**src/rtl/alu16_seq_pkg.sv**
```systemverilog
// Shared CPU definitions used by the 16-bit ALU sequencer and the 8-bit ALU.
// It holds the ALU opcodes, the ALU size codes, the ZNHC flag bit indices and
// the 16-bit request opcodes. It also has a helper that builds the final
// 16-bit flag word from the per-byte flag results.
package alu16_seq_pkg;

    // 8-bit ALU opcodes
    localparam logic [4:0] ALU_PASS0 = 5'd0;
    localparam logic [4:0] ALU_ADD   = 5'd1;
    localparam logic [4:0] ALU_ADC   = 5'd2;
    localparam logic [4:0] ALU_SUB   = 5'd3;
    localparam logic [4:0] ALU_SBC   = 5'd4;

    // ALU size codes: these select how the ALU forms Z
    localparam logic [1:0] ALU_SIZE_8    = 2'd0;
    localparam logic [1:0] ALU_SIZE_16   = 2'd1;
    localparam logic [1:0] ALU_SIZE_SPEC = 2'd2;

    // Flag bit positions within a ZNHC nibble
    localparam int FLAG_Z = 3;
    localparam int FLAG_N = 2;
    localparam int FLAG_H = 1;
    localparam int FLAG_C = 0;

    // 16-bit request opcodes
    typedef enum logic [1:0] {
        ALU16_ADD   = 2'd0,
        ALU16_INC   = 2'd1,
        ALU16_DEC   = 2'd2,
        ALU16_ADDSP = 2'd3
    } alu16_op_e;

    // Sequencer states
    typedef enum logic [1:0] {
        ST_IDLE = 2'd0,
        ST_LOW  = 2'd1,
        ST_HIGH = 2'd2,
        ST_DONE = 2'd3
    } seq_state_e;

    // Final ZNHC of a 16-bit op.
    // ADD16 keeps Z and takes H/C from the high byte.
    // INC/DEC leave the flags alone.
    // ADDSP takes H/C from the low byte.
    function automatic logic [3:0] final_flags(
        input alu16_op_e  op,
        input logic [3:0] req_f,
        input logic [3:0] lo_f,
        input logic [3:0] hi_f
    );
        logic [3:0] f;
        case (op)
            ALU16_ADD:   f = {req_f[FLAG_Z], 1'b0, hi_f[FLAG_H], hi_f[FLAG_C]};
            ALU16_INC:   f = req_f;
            ALU16_DEC:   f = req_f;
            ALU16_ADDSP: f = {1'b0, 1'b0, lo_f[FLAG_H], lo_f[FLAG_C]};
            default:     f = req_f;
        endcase
        return f;
    endfunction

endpackage

```
**src/rtl/alu16_seq_if.sv**
```systemverilog
// Bus between the CPU control unit / shared ALU and the 16-bit sequencer.
//   req_*        : 16-bit operation request with valid/ready handshake
//   alu_*        : byte-op drive to the ALU and its combinational results
//   rsp_*        : one-cycle response pulse with held data/flags
// The slave modport is the sequencer. The master modport is the CPU/ALU side.
interface alu16_seq_if;
    import alu16_seq_pkg::*;

    logic        req_valid;
    logic        req_ready;
    logic [1:0]  req_op;
    logic [15:0] req_a;
    logic [15:0] req_b;
    logic [3:0]  req_flags;

    logic [4:0]  alu_op;
    logic [1:0]  alu_size;
    logic [7:0]  alu_data0;
    logic [7:0]  alu_data1;
    logic [3:0]  alu_flags;
    logic [7:0]  alu_result;
    logic [3:0]  alu_flags_res;
    logic        alu_busy;

    logic        rsp_valid;
    logic [15:0] rsp_data;
    logic [3:0]  rsp_flags;

    modport slave (
        input  req_valid, req_op, req_a, req_b, req_flags,
        output req_ready,
        output alu_op, alu_size, alu_data0, alu_data1, alu_flags, alu_busy,
        input  alu_result, alu_flags_res,
        output rsp_valid, rsp_data, rsp_flags
    );

    modport master (
        output req_valid, req_op, req_a, req_b, req_flags,
        input  req_ready,
        input  alu_op, alu_size, alu_data0, alu_data1, alu_flags, alu_busy,
        output alu_result, alu_flags_res,
        input  rsp_valid, rsp_data, rsp_flags
    );
endinterface

```
**src/rtl/alu16_seq.sv**
```systemverilog
// 16-bit arithmetic sequencer. It runs ADD16 / INC16 / DEC16 / ADDSP as two byte
// ops on the shared 8-bit ALU: first the low byte, then the high byte with
// the carry chained.
//   clk, rst : clock and asynchronous active-high reset
//   bus      : alu16_seq_if slave (request, ALU drive/results, response)
// The ALU drive is a combinational decode of the state and the latched operands.
// The response registers load on the HIGH->DONE edge. They then hold until the
// next op reaches DONE.
module alu16_seq
    import alu16_seq_pkg::*;
(
    input  logic        clk,
    input  logic        rst,
    alu16_seq_if.slave  bus
);
    seq_state_e  state_r, next_state_s;
    alu16_op_e   op_r;
    logic [15:0] a_r, b_r;
    logic [3:0]  flags_r;
    logic [7:0]  res_lo_r;
    logic [3:0]  flags_lo_r;
    logic        rsp_valid_r;
    logic [15:0] rsp_data_r;
    logic [3:0]  rsp_flags_r;

    logic [4:0]  alu_op_s;
    logic [1:0]  alu_size_s;
    logic [7:0]  alu_data0_s, alu_data1_s;
    logic [3:0]  alu_flags_s;
    logic        req_ready_s, alu_busy_s;

    // State register
    always_ff @(posedge clk or posedge rst) begin
        if (rst) begin
            state_r <= ST_IDLE;
        end else begin
            state_r <= next_state_s;
        end
    end

    // Next-state logic: a fixed four-cycle walk once a request is accepted
    always_comb begin
        next_state_s = ST_IDLE;
        case (state_r)
            ST_IDLE: next_state_s = bus.req_valid ? ST_LOW : ST_IDLE;
            ST_LOW:  next_state_s = ST_HIGH;
            ST_HIGH: next_state_s = ST_DONE;
            ST_DONE: next_state_s = ST_IDLE;
            default: next_state_s = ST_IDLE;
        endcase
    end

    // Operand latch, low-byte capture and response registers
    always_ff @(posedge clk or posedge rst) begin
        if (rst) begin
            op_r        <= ALU16_ADD;
            a_r         <= 16'h0000;
            b_r         <= 16'h0000;
            flags_r     <= 4'h0;
            res_lo_r    <= 8'h00;
            flags_lo_r  <= 4'h0;
            rsp_valid_r <= 1'b0;
            rsp_data_r  <= 16'h0000;
            rsp_flags_r <= 4'h0;
        end else begin
            rsp_valid_r <= 1'b0;
            case (state_r)
                ST_IDLE: begin
                    if (bus.req_valid) begin
                        op_r    <= alu16_op_e'(bus.req_op);
                        a_r     <= bus.req_a;
                        b_r     <= bus.req_b;
                        flags_r <= bus.req_flags;
                    end
                end
                ST_LOW: begin
                    res_lo_r   <= bus.alu_result;
                    flags_lo_r <= bus.alu_flags_res;
                end
                ST_HIGH: begin
                    // The high byte result goes directly into the response
                    // register, so the response is ready in DONE.
                    rsp_valid_r <= 1'b1;
                    rsp_data_r  <= {bus.alu_result, res_lo_r};
                    rsp_flags_r <= final_flags(op_r, flags_r, flags_lo_r, bus.alu_flags_res);
                end
                ST_DONE: begin
                    rsp_valid_r <= 1'b0;
                end
                default: begin
                    rsp_valid_r <= 1'b0;
                end
            endcase
        end
    end

    // ALU drive and handshake outputs decoded from state and latched operands
    always_comb begin
        alu_op_s    = ALU_PASS0;
        alu_size_s  = ALU_SIZE_8;
        alu_data0_s = 8'h00;
        alu_data1_s = 8'h00;
        alu_flags_s = 4'h0;
        req_ready_s = (state_r == ST_IDLE);
        alu_busy_s  = (state_r == ST_LOW) || (state_r == ST_HIGH);
        case (state_r)
            ST_LOW: begin
                alu_data1_s = a_r[7:0];
                alu_flags_s = flags_r;
                case (op_r)
                    ALU16_ADD:   begin alu_op_s = ALU_ADD; alu_size_s = ALU_SIZE_16;   alu_data0_s = b_r[7:0]; end
                    ALU16_INC:   begin alu_op_s = ALU_ADD; alu_size_s = ALU_SIZE_16;   alu_data0_s = 8'h01;    end
                    ALU16_DEC:   begin alu_op_s = ALU_SUB; alu_size_s = ALU_SIZE_16;   alu_data0_s = 8'h01;    end
                    ALU16_ADDSP: begin alu_op_s = ALU_ADD; alu_size_s = ALU_SIZE_SPEC; alu_data0_s = b_r[7:0]; end
                    default:     begin alu_op_s = ALU_PASS0; alu_data0_s = 8'h00; end
                endcase
            end
            ST_HIGH: begin
                alu_data1_s = a_r[15:8];
                alu_flags_s = {flags_r[FLAG_Z], flags_r[FLAG_N], flags_r[FLAG_H], flags_lo_r[FLAG_C]};
                case (op_r)
                    ALU16_ADD:   begin alu_op_s = ALU_ADC; alu_size_s = ALU_SIZE_16;   alu_data0_s = b_r[15:8];  end
                    ALU16_INC:   begin alu_op_s = ALU_ADC; alu_size_s = ALU_SIZE_16;   alu_data0_s = 8'h00;      end
                    ALU16_DEC:   begin alu_op_s = ALU_SBC; alu_size_s = ALU_SIZE_16;   alu_data0_s = 8'h00;      end
                    // Sign-extend e into the high byte
                    ALU16_ADDSP: begin alu_op_s = ALU_ADC; alu_size_s = ALU_SIZE_SPEC; alu_data0_s = {8{b_r[7]}}; end
                    default:     begin alu_op_s = ALU_PASS0; alu_data0_s = 8'h00; end
                endcase
            end
            ST_IDLE: begin
                alu_op_s = ALU_PASS0;
            end
            ST_DONE: begin
                alu_op_s = ALU_PASS0;
            end
            default: begin
                alu_op_s = ALU_PASS0;
            end
        endcase
    end

    assign bus.req_ready = req_ready_s;
    assign bus.alu_busy  = alu_busy_s;
    assign bus.alu_op    = alu_op_s;
    assign bus.alu_size  = alu_size_s;
    assign bus.alu_data0 = alu_data0_s;
    assign bus.alu_data1 = alu_data1_s;
    assign bus.alu_flags = alu_flags_s;
    assign bus.rsp_valid = rsp_valid_r;
    assign bus.rsp_data  = rsp_data_r;
    assign bus.rsp_flags = rsp_flags_r;
endmodule

```
**src/flat_wrapper.sv**
```systemverilog
// flat-port wrapper written by rule: the top's interface ports become plain ports
module alu16_seq_flat import alu16_seq_pkg::*;
  (clk, rst, bus_req_valid, bus_req_op, bus_req_a, bus_req_b, bus_req_flags, bus_req_ready, bus_alu_op, bus_alu_size, bus_alu_data0, bus_alu_data1, bus_alu_flags, bus_alu_busy, bus_alu_result, bus_alu_flags_res, bus_rsp_valid, bus_rsp_data, bus_rsp_flags);
  alu16_seq_if bus_i ();
  input  logic clk;
  input  logic rst;
  input wire logic [$bits(bus_i.req_valid)-1:0] bus_req_valid;
  input wire logic [$bits(bus_i.req_op)-1:0] bus_req_op;
  input wire logic [$bits(bus_i.req_a)-1:0] bus_req_a;
  input wire logic [$bits(bus_i.req_b)-1:0] bus_req_b;
  input wire logic [$bits(bus_i.req_flags)-1:0] bus_req_flags;
  output wire logic [$bits(bus_i.req_ready)-1:0] bus_req_ready;
  output wire logic [$bits(bus_i.alu_op)-1:0] bus_alu_op;
  output wire logic [$bits(bus_i.alu_size)-1:0] bus_alu_size;
  output wire logic [$bits(bus_i.alu_data0)-1:0] bus_alu_data0;
  output wire logic [$bits(bus_i.alu_data1)-1:0] bus_alu_data1;
  output wire logic [$bits(bus_i.alu_flags)-1:0] bus_alu_flags;
  output wire logic [$bits(bus_i.alu_busy)-1:0] bus_alu_busy;
  input wire logic [$bits(bus_i.alu_result)-1:0] bus_alu_result;
  input wire logic [$bits(bus_i.alu_flags_res)-1:0] bus_alu_flags_res;
  output wire logic [$bits(bus_i.rsp_valid)-1:0] bus_rsp_valid;
  output wire logic [$bits(bus_i.rsp_data)-1:0] bus_rsp_data;
  output wire logic [$bits(bus_i.rsp_flags)-1:0] bus_rsp_flags;
  assign bus_i.req_valid = bus_req_valid;
  assign bus_i.req_op = bus_req_op;
  assign bus_i.req_a = bus_req_a;
  assign bus_i.req_b = bus_req_b;
  assign bus_i.req_flags = bus_req_flags;
  assign bus_req_ready = bus_i.req_ready;
  assign bus_alu_op = bus_i.alu_op;
  assign bus_alu_size = bus_i.alu_size;
  assign bus_alu_data0 = bus_i.alu_data0;
  assign bus_alu_data1 = bus_i.alu_data1;
  assign bus_alu_flags = bus_i.alu_flags;
  assign bus_alu_busy = bus_i.alu_busy;
  assign bus_i.alu_result = bus_alu_result;
  assign bus_i.alu_flags_res = bus_alu_flags_res;
  assign bus_rsp_valid = bus_i.rsp_valid;
  assign bus_rsp_data = bus_i.rsp_data;
  assign bus_rsp_flags = bus_i.rsp_flags;
  alu16_seq u_core (.clk(clk), .rst(rst), .bus(bus_i));
endmodule
```
**config.mk**
```make
export PLATFORM = sky130hd
export DESIGN_NAME = alu16_seq_flat
export DESIGN_NICKNAME = d
export VERILOG_FILES = /design/src/rtl/alu16_seq_pkg.sv /design/src/rtl/alu16_seq_if.sv /design/src/rtl/alu16_seq.sv /design/src/flat_wrapper.sv
export SDC_FILE = /design/constraint.sdc
export NUM_CORES = 1
export LEC_CHECK = 0
export ABC_CLOCK_PERIOD_IN_PS = 4650
export CAP_MARGIN = 20
export CORE_MARGIN = 1
export CORE_UTILIZATION = 50
export CTS_CLUSTER_SIZE = 12
export DETAILED_ROUTE_END_ITERATION = 7
export PLACE_DENSITY = 0.95
export SLEW_MARGIN = 5
export SYNTH_ARGS = -nofsm -noshare
export SYNTH_HDL_FRONTEND = slang
export SYNTH_SLANG_ARGS = --single-unit
```
**constraint.sdc**
```tcl
create_clock -name clk -period 4.65 [get_ports clk]
set_input_delay 0.93 -clock clk [delete_from_list [all_inputs] [get_ports clk]]
set_output_delay 0.93 -clock clk [all_outputs]
set_load 0.005 [all_outputs]
```
---- After elaboration in Yosys (flattened, before gate mapping) ----
Cells that the tools add are included.
storage, ports and cells
  register bits after elaboration ......... 71
  latch bits .............................. 0
  memory bits (writable) .................. 0
  memory bits (read-only) ................. 0
  bits of input ports ..................... 53
  word-level logic and storage cells ...... 40
  memories kept ........................... 0
cells by class
  $add $sub $neg .......................... 0
  $mul .................................... 0
  divide/modulo/power cells ............... 0
  magnitude comparators ................... 0
  equality and inequality tests ........... 6
  shift-type cells ........................ 0
  mux-type cells .......................... 14
  bitwise operators ....................... 0
  reductions and logical operators ........ 10
operator list
  cell                                                  count
  one-hot mux 8 bit (2 select lines)                    3
  one-hot mux 8 bit (3 select lines)                    1
  one-hot mux 5 bit (2 select lines)                    2
  one-hot mux 5 bit (3 select lines)                    1
  one-hot mux 4 bit (3 select lines)                    1
  equality test 2 bit (second input constant)           4
  one-hot mux 2 bit (4 select lines)                    1
  one-hot mux 4 bit (2 select lines)                    1
  OR reduction 2 bit                                    4
  OR reduction 3 bit                                    2
  equality test 2 x 1 -> 1 bit (second input constant)  2
  zero test 2 bit                                       2
  one-hot mux 2 bit (2 select lines)                    1
  two-way mux 1 bit                                     2
  two-way mux 2 bit                                     1
  AND reduction 2 bit                                   1
  logical OR 1 bit                                      1

---- Depth between registers and ports, before layout ----
Gate-level depths: netlist (run 1).
  depth after elaboration ................. 4
  gate-level depth with buffers ........... 7
  depth with buffers taken out ............ 5

---- Worst setup path after synthesis (run 1) ----
Ideal clock, no wire load.
  kind .................................... register -> output
  start point ............................. register u_core.state_r[0]
  end point ............................... output bus_alu_data0[2]
  arrival ................................. 1.227 ns
  data required time ...................... 3.720 ns
  setup slack ............................. 2.493 ns
  stages on the path, launching flop included .. 7
  path through ............................ dfrtp_1 > inv_1 > ha_1 > buf_2 > nand2_1 > nor2_2 > a22o_1
between the ends
  word-level cells in the longest chain between the ends .. 2
  elaborated cells between the ends (all ways) .. 3
  those cells by class .................... 2 x eq/ne; 1 x mux
ends and longest elaborated chain
  what                                                                        line                source
  from (decl)                                                                 alu16_seq.sv:16     seq_state_e state_r, next_state_s;
  from (signal assigned)                                                      alu16_seq.sv:37     state_r <= next_state_s;
  equality test 2 bit / equality test 2 x 1 -> 1 bit (equally long branches)  alu16_seq.sv:106    case (state_r)
  one-hot mux 8 bit (2 select lines) *                                        alu16_seq.sv:106
  to (decl)                                                                   flat_wrapper.sv:15  output wire logic [$bits(bus_i.alu_data0)-1:0] bus_alu_data0;
Every way passes the cells marked *; elsewhere a longest branch is shown, timed or not.

---- Worst setup path in the final report (run 1) ----
  start point ............................. register u_core.state_r[0]
  end point ............................... output bus_alu_data0[4]
Same word-level chain as after synthesis.

==> reports/qor.yml, run 1 <==
routing:
  drc_errors: 0
  ant_nets: 0
  wl_per_cell_um: 17.4
  first_iter_violations: 108
  dr.pass1.iters: 4
  wl_mm: 7.14
  vias_per_cell: 5.34
  via_count: 2190
cts:
  cts_resized: 0
  root_buffer: "clkbuf_8"
  postCtsSetupBuffers: 0
  clk_latency_ns: 0.34
  cts_sinks: 71
  cts_hold_buf: 0
  cts_tree: "done"
  cts_buffers: 9
  clock_path_buffers: 2
  ctsHtreeMaxLevel: 3
  cts.clk_slew.worst_paths_ns: 0.08
yosys:
  syn_avg_cell_area_um2: 14.0
  synth-main-ff-cell: "dfrtp_1"
  synth_edf_count: 0
  synth-seq-cells: 71
  async_flop_share: 1.00
  synth-compound-area-share: 0.0632
  synth_cells: 229
  synth_top_family_by_area: "multiplexers"
  ys_seq_area_frac: 0.554
  synth_adder_area_share: 0.0273
  yosys.area_share.simple: 0.0640
  yosys_warnings: 0
  synth_xor_area_frac: 0
  synth_area_um2: 3210
  synthMuxAreaShare: 0.252
  ys_types: 26
die:
  io_pins: 103
  die-area_um2: 6740
  fp.dieH_um: 82.1
  rows: 28
  core-area_um2: 6060
  start_util: 0.529
  die_w_um: 82.1
place:
  place_congestion: 0.707
  dp_slack_ns: 1.47
  dp_hpwl_mm: 4.78
  port_buffers: 98
grt:
  grt.total_usage: 0.233
  grt_pass1_vias: 2186
  grt.overflow.total: 0
  antenna_found_initial: 0
  grt_first_pass_wirelength_mm: 11.2
  grt_max_degree: 48
timing:
  setup_ws_ns: 1.08
  period_share: 0.768
  worst_pin_slew_ns: 0.568
  setup_viol: 0
  drv_slew: 0
  finalSetupTns_ns: 0
  timing.hold.ws_ns: 0.500
  max_freq_mhz: 280
  finalHoldViolCount: 0
  rsz0062_at_grt: "no"
  slew_headroom: 0.620
  fin_crit_ns: 3.57
  finClkSkew_ns: 0.00739
finish:
  fin_nets: 390
  drive_gt1_frac: 0.269
  nFillCells: 430
  syn_to_final_growth_pct: 39.1
  antenna_cells: 0
outcome:
  outcome: "finished, final reports clean"
critical_path:
  crit_chain: "inv_1, ha_1, nand2_1, nor2_2, a22o_1, clkdlybuf4s50_1"
  start_kind: "flop"
  crit_type: "reg2out"
  slowest_stage: "ha_1"
  max_stage_delay_ns: 0.61
  crit_path_end_kind: "primary output"
  crit_required_ns: 3.72
  crit_fanout: 16
  arrival_ns: 2.64
power_and_ir_drop:
  leakage_nw: 1.93
  ir_drop_v: 0.000437
  p_per_area_nw_per_um2: 709
worst_hold_path:
  hold_path.class: "reg2reg"
job:
  maxCapViolations: 0
path summary, 6_finish.rpt:
check	slack [ns]	from	cells past startpoint	to
setup / recovery	1.08	u_core.state_r[0]	6	bus_alu_data0[4]
hold / removal	0.50	u_core.b_r[13]	1	u_core.b_r[13]
setup reg to reg	2.78	u_core.state_r[0]	5	u_core.op_r[1]
hold reg to reg	0.50	u_core.b_r[13]	1	u_core.b_r[13]
max in group asynchronous	3.29	rst	3	u_core.b_r[11]
min in group asynchronous	0.79	rst	2	u_core.flags_r[1]
logic make-up (layout without fill, tap and decap cells):
family	Yosys count	in the layout
other cells	1	2
buf+inv	22	127
mux	65	65
flops	71	71
simple gates	36	36
fa+ha+maj	7	7
compound gates	27	27
flip-flops by register name, indices dropped and copies added (netlist names):
signal                cells
u_core.op_r               2
u_core.a_r               16
u_core.flags_r            4
u_core.bus.rsp_data      16
u_core.state_r            2
u_core.bus.rsp_valid      1
u_core.bus.rsp_flags      4
u_core.b_r               16
u_core.res_lo_r           8
u_core.flags_lo_r         2
per-stage QoR:
step                      instance area [um2]  cells  utilization  total power, W
after global placement                   4220    392        0.696         0.00260
after CTS                                4410    408        0.728         0.00316
after global routing                     4460    410        0.736         0.00336
after detailed placement                 4220    392        0.696         0.00267
after floorplan                          3210    230            -         0.00200
final                                    4460    410        0.736         0.00316
metal layers:
metal	global-route usage	wire (um)
met5	0	0
met4	0.0947	114
met3	0.0600	437
met2	0.388	3610
met1	0.288	2980
cell usage after synthesis, types with 4 or more instances:
cell type  count  area share
nand2b_1       9       0.018
inv_1          8      0.0094
buf_2          6      0.0094
nor2b_1       11       0.021
ha_1           7       0.027
a22o_1         7       0.019
nand2_1        5      0.0059
mux2_2        45        0.16
mux2_4        20       0.094
dfrtp_1       71        0.55
and2_1         4      0.0078
nor2_1         4      0.0047
a22oi_1        9       0.021
cell usage in the layout (no fill, tap or decap), types with 4 or more instances in the layout:
master and n:
a22oi_1 9, clkbuf_8 9, a22o_1 7, nand2b_1 9, mux2_2 45, clkdlybuf4s50_1 98, dfrtp_1 71, and2_1 4
inv_1 7, nor2b_1 11, mux2_4 20, nor2_1 4, nand2_1 4, ha_1 7
area by class of cell:
| cell class | count | area, um2 | area share |
|---|---|---|---|
| Sequential cell | 71 | 1780 | 0.398 |
| Multi-Input combinational cell | 137 | 1310 | 0.294 |
| Timing Repair Buffer | 103 | 1050 | 0.236 |
| Clock buffer | 9 | 124 | 0.0278 |
| Tap cell | 75 | 93.8 | 0.0210 |
| Clock inverter | 7 | 71.3 | 0.0160 |
| Inverter | 8 | 30.0 | 0.00673 |
report_power, final:
group | leakage (nW) | total, W | switching, W | internal, W
combinational | 0.988 | 0.00156 | 0.000590 | 0.000968
sequential | 0.840 | 0.00111 | 0.000172 | 0.000937
clock | 0.104 | 0.000492 | 0.000242 | 0.000250
worst max-delay path: cells and delay by family (launching register included):
kind | cells | cell delay [ns]
AO/OA/AOI/OAI | 1 | 0.23
buffers and inverters | 2 | 0.59
flip-flops | 1 | 0.37
AND/OR/NAND/NOR | 2 | 0.50
adder cells (fa/ha/maj) | 1 | 0.61
Power figures use the tool's default switching activity.
==> run 2, diff against run 1 <==
Settings changed: ABC_CLOCK_PERIOD_IN_PS 4650 to 3500, CORE_UTILIZATION 50 to 46, PLACE_DENSITY 0.95 to 0.89.
Clock period 4.65 ns to 3.5 ns, I/O delays scaled along.
==> run 2 against run 1 <==
Via count fell by 1.5%. Non-clock buffer count stayed put. Clock power grew 64%. Highest routed layer unchanged. Register-to-register slack got worse by 1.1 ns. Sequential cell count stayed put. First-iteration DRC count shrank 49%. Combinational power rose by 31%. Sequential power rose by 33%. Critical path depth unchanged. Sequential share of layout area shrank 0.41 points. Total power up 37%. Hold slack got worse by 0.0031 ns.
==> reports/qor.yml, run 2 (synthesis results as in run 1) <==
critical_path:
  crit_start: "u_core.state_r[0]"  # unchanged
  r2r-start: "u_core.state_r[0]"  # unchanged
  arrival_ns: 2.56  # was 2.64 ns
  crit_type: "reg2out"  # unchanged
  crit_path_end_kind: "primary output"  # unchanged
  start_kind: "flop"  # unchanged
  crit_required_ns: 2.80  # was 3.72 ns
  crit_fanout: 16  # unchanged
place:
  dp_hpwl_mm: 4.76  # was 4.78 mm
  placed_cell_area_um2: 4250  # was 4220 um2
  place_congestion: 0.716  # was 0.707
  port_buffers: 98  # unchanged
routing:
  via_count: 2157  # was 2190
  dr.pass1.iters: 4  # unchanged
  ant_nets: 0  # unchanged
  first_iter_violations: 55  # was 108
  wl_per_cell_um: 16.2  # was 17.4 um
  vias_per_cell: 5.20  # was 5.34
  wl_mm: 6.72  # was 7.14 mm
  drc_errors: 0  # unchanged
die:
  io_pins: 103  # unchanged
  start_util: 0.475  # was 0.529
  fp.dieH_um: 85.5  # was 82.1 um
  die-area_um2: 7310  # was 6740 um2
  core-area_um2: 6760  # was 6060 um2
  die_w_um: 85.5  # was 82.1 um
  rows: 30  # was 28
cts:
  cts_resized: 0  # unchanged
  cts_tree: "done"  # unchanged
  cts.clk_slew.worst_paths_ns: 0.08  # about the same
  cts_sinks: 71  # unchanged
  ctsHtreeMaxLevel: 3  # unchanged
  clk_latency_ns: 0.34  # about the same
  root_buffer: "clkbuf_8"  # unchanged
  cts_buffers: 9  # unchanged
  postCtsSetupBuffers: 0  # unchanged
  cts_hold_buf: 0  # unchanged
  clock_path_buffers: 2  # unchanged
worst_hold_path:
  hold_path.class: "reg2reg"  # unchanged
  holdCritStartpoint: "u_core.b_r[12]"  # was u_core.b_r[13]
power_and_ir_drop:
  total_power_w: 0.00433  # was 0.00316 W
  ir_drop_v: 0.000453  # was 0.000437 V
  p_per_area_nw_per_um2: 960  # was 709 nW/um2
  leakage_nw: 1.95  # was 1.93 nW
timing:
  finalSetupTns_ns: 0  # unchanged
  setup_viol: 0  # unchanged
  worst_pin_slew_ns: 0.699  # was 0.568 ns
  fin_crit_ns: 3.26
  max_freq_mhz: 306
  drv_slew: 0  # unchanged
  period_share: 0.933
  finClkSkew_ns: 0.0111  # was 0.00739 ns
  slew_headroom: 0.533  # was 0.620
  rsz0062_at_grt: "no"  # unchanged
  finalHoldViolCount: 0  # unchanged
grt:
  grt_use_met3: 0.0587  # was 0.0600
  grt.overflow.total: 0  # unchanged
  antenna_found_initial: 0  # unchanged
  grt.total_usage: 0.198  # was 0.233
  grt_pass1_vias: 2204  # was 2186
  grt_max_degree: 41  # was 48
  use_met1: 0.248  # was 0.288
  grt-busiest-layer: "met2"  # unchanged
  met2_usage: 0.320  # was 0.388
  grt_first_pass_wirelength_mm: 10.9  # was 11.2 mm
finish:
  fin_nets: 390  # unchanged
  syn_to_final_growth_pct: 40.5  # was 39.1%
  drive_gt1_frac: 0.269  # unchanged
  antenna_cells: 0  # unchanged
  design_area_um2: 4510  # was 4460 um2
  layout_common_cells: "clkdlybuf4s50_1, dfrtp_1, mux2_2"  # unchanged
  final_common_cell: "clkdlybuf4s50_1"  # unchanged
outcome:
  outcome: "finished, final reports clean"  # unchanged
job:
  maxCapViolations: 0  # unchanged
## run 2: cell count changes in the layout (fill, tap and decap cells not counted)
cell,previous run,this run
inv_6,2,0
buf_16,1,0
bufinv_16,1,3
clkinv_2,3,1
buf_4,3,4
clkbuf_8,9,11
## run 2: worst max-delay path, stage by stage (launching register included)
cell,delay (ns)
dfrtp_1,0.35
inv_1,0.08
ha_1,0.60
nand2_1,0.19
nor2_2,0.30
a22o_1,0.21
clkdlybuf4s50_1,0.50
## run 2: power breakdown
group | leakage (nW) | internal, W | switching, W
clock | 0.130 | 0.000512 | 0.000296
combinational | 0.979 | 0.00128 | 0.000765
sequential | 0.840 | 0.00125 | 0.000229
total | 1.95 | 0.00304 | 0.00129
## run 2: through the flow
step | worst slack, ns | hold slack (ns) | util | cells
floorplan | 1.00 | 0.470 | - | 230
global placement | 0.645 | 0.479 | 0.629 | 399
detailed placement | 0.579 | 0.484 | 0.629 | 399
CTS | 0.179 | 0.501 | 0.667 | 415
global route | 0.0411 | 0.509 | 0.667 | 415
finish | 0.235 | 0.497 | 0.667 | 415
## run 2: routing by layer
layer	routed length, um	share of wire
met5	0	0
met4	102	0.015
met3	449	0.067
met2	3270	0.49
met1	2900	0.43
## run 2: layout make-up
class | count | area [um2]
clock inverter | 5 | 104
clock buffer | 11 | 151
tap | 80 | 100
fill | 494 | 2250
timing repair buffer | 103 | 1030
sequential | 71 | 1780
inverter | 8 | 30.0
multi-input combinational | 137 | 1310
## run 2: path summary, 6_finish.rpt
kind	slack, ns	endpoint	cells after the start
min in group asynchronous	0.79	u_core.bus.rsp_flags[2]	2
max in group asynchronous	2.06	u_core.bus.rsp_flags[0]	3
setup / recovery	0.24	bus_alu_data0[7]	6
hold reg to reg	0.50	u_core.b_r[12]	1
setup reg to reg	1.64	u_core.a_r[15]	5
hold / removal	0.50	u_core.b_r[12]	1
==> run 3, diff against run 2 <==
Settings changed: CTS_CLUSTER_DIAMETER from default to 150.
==> results of run 3 <==
No change in the layout: final DEF, timing and power equal those of run 2.
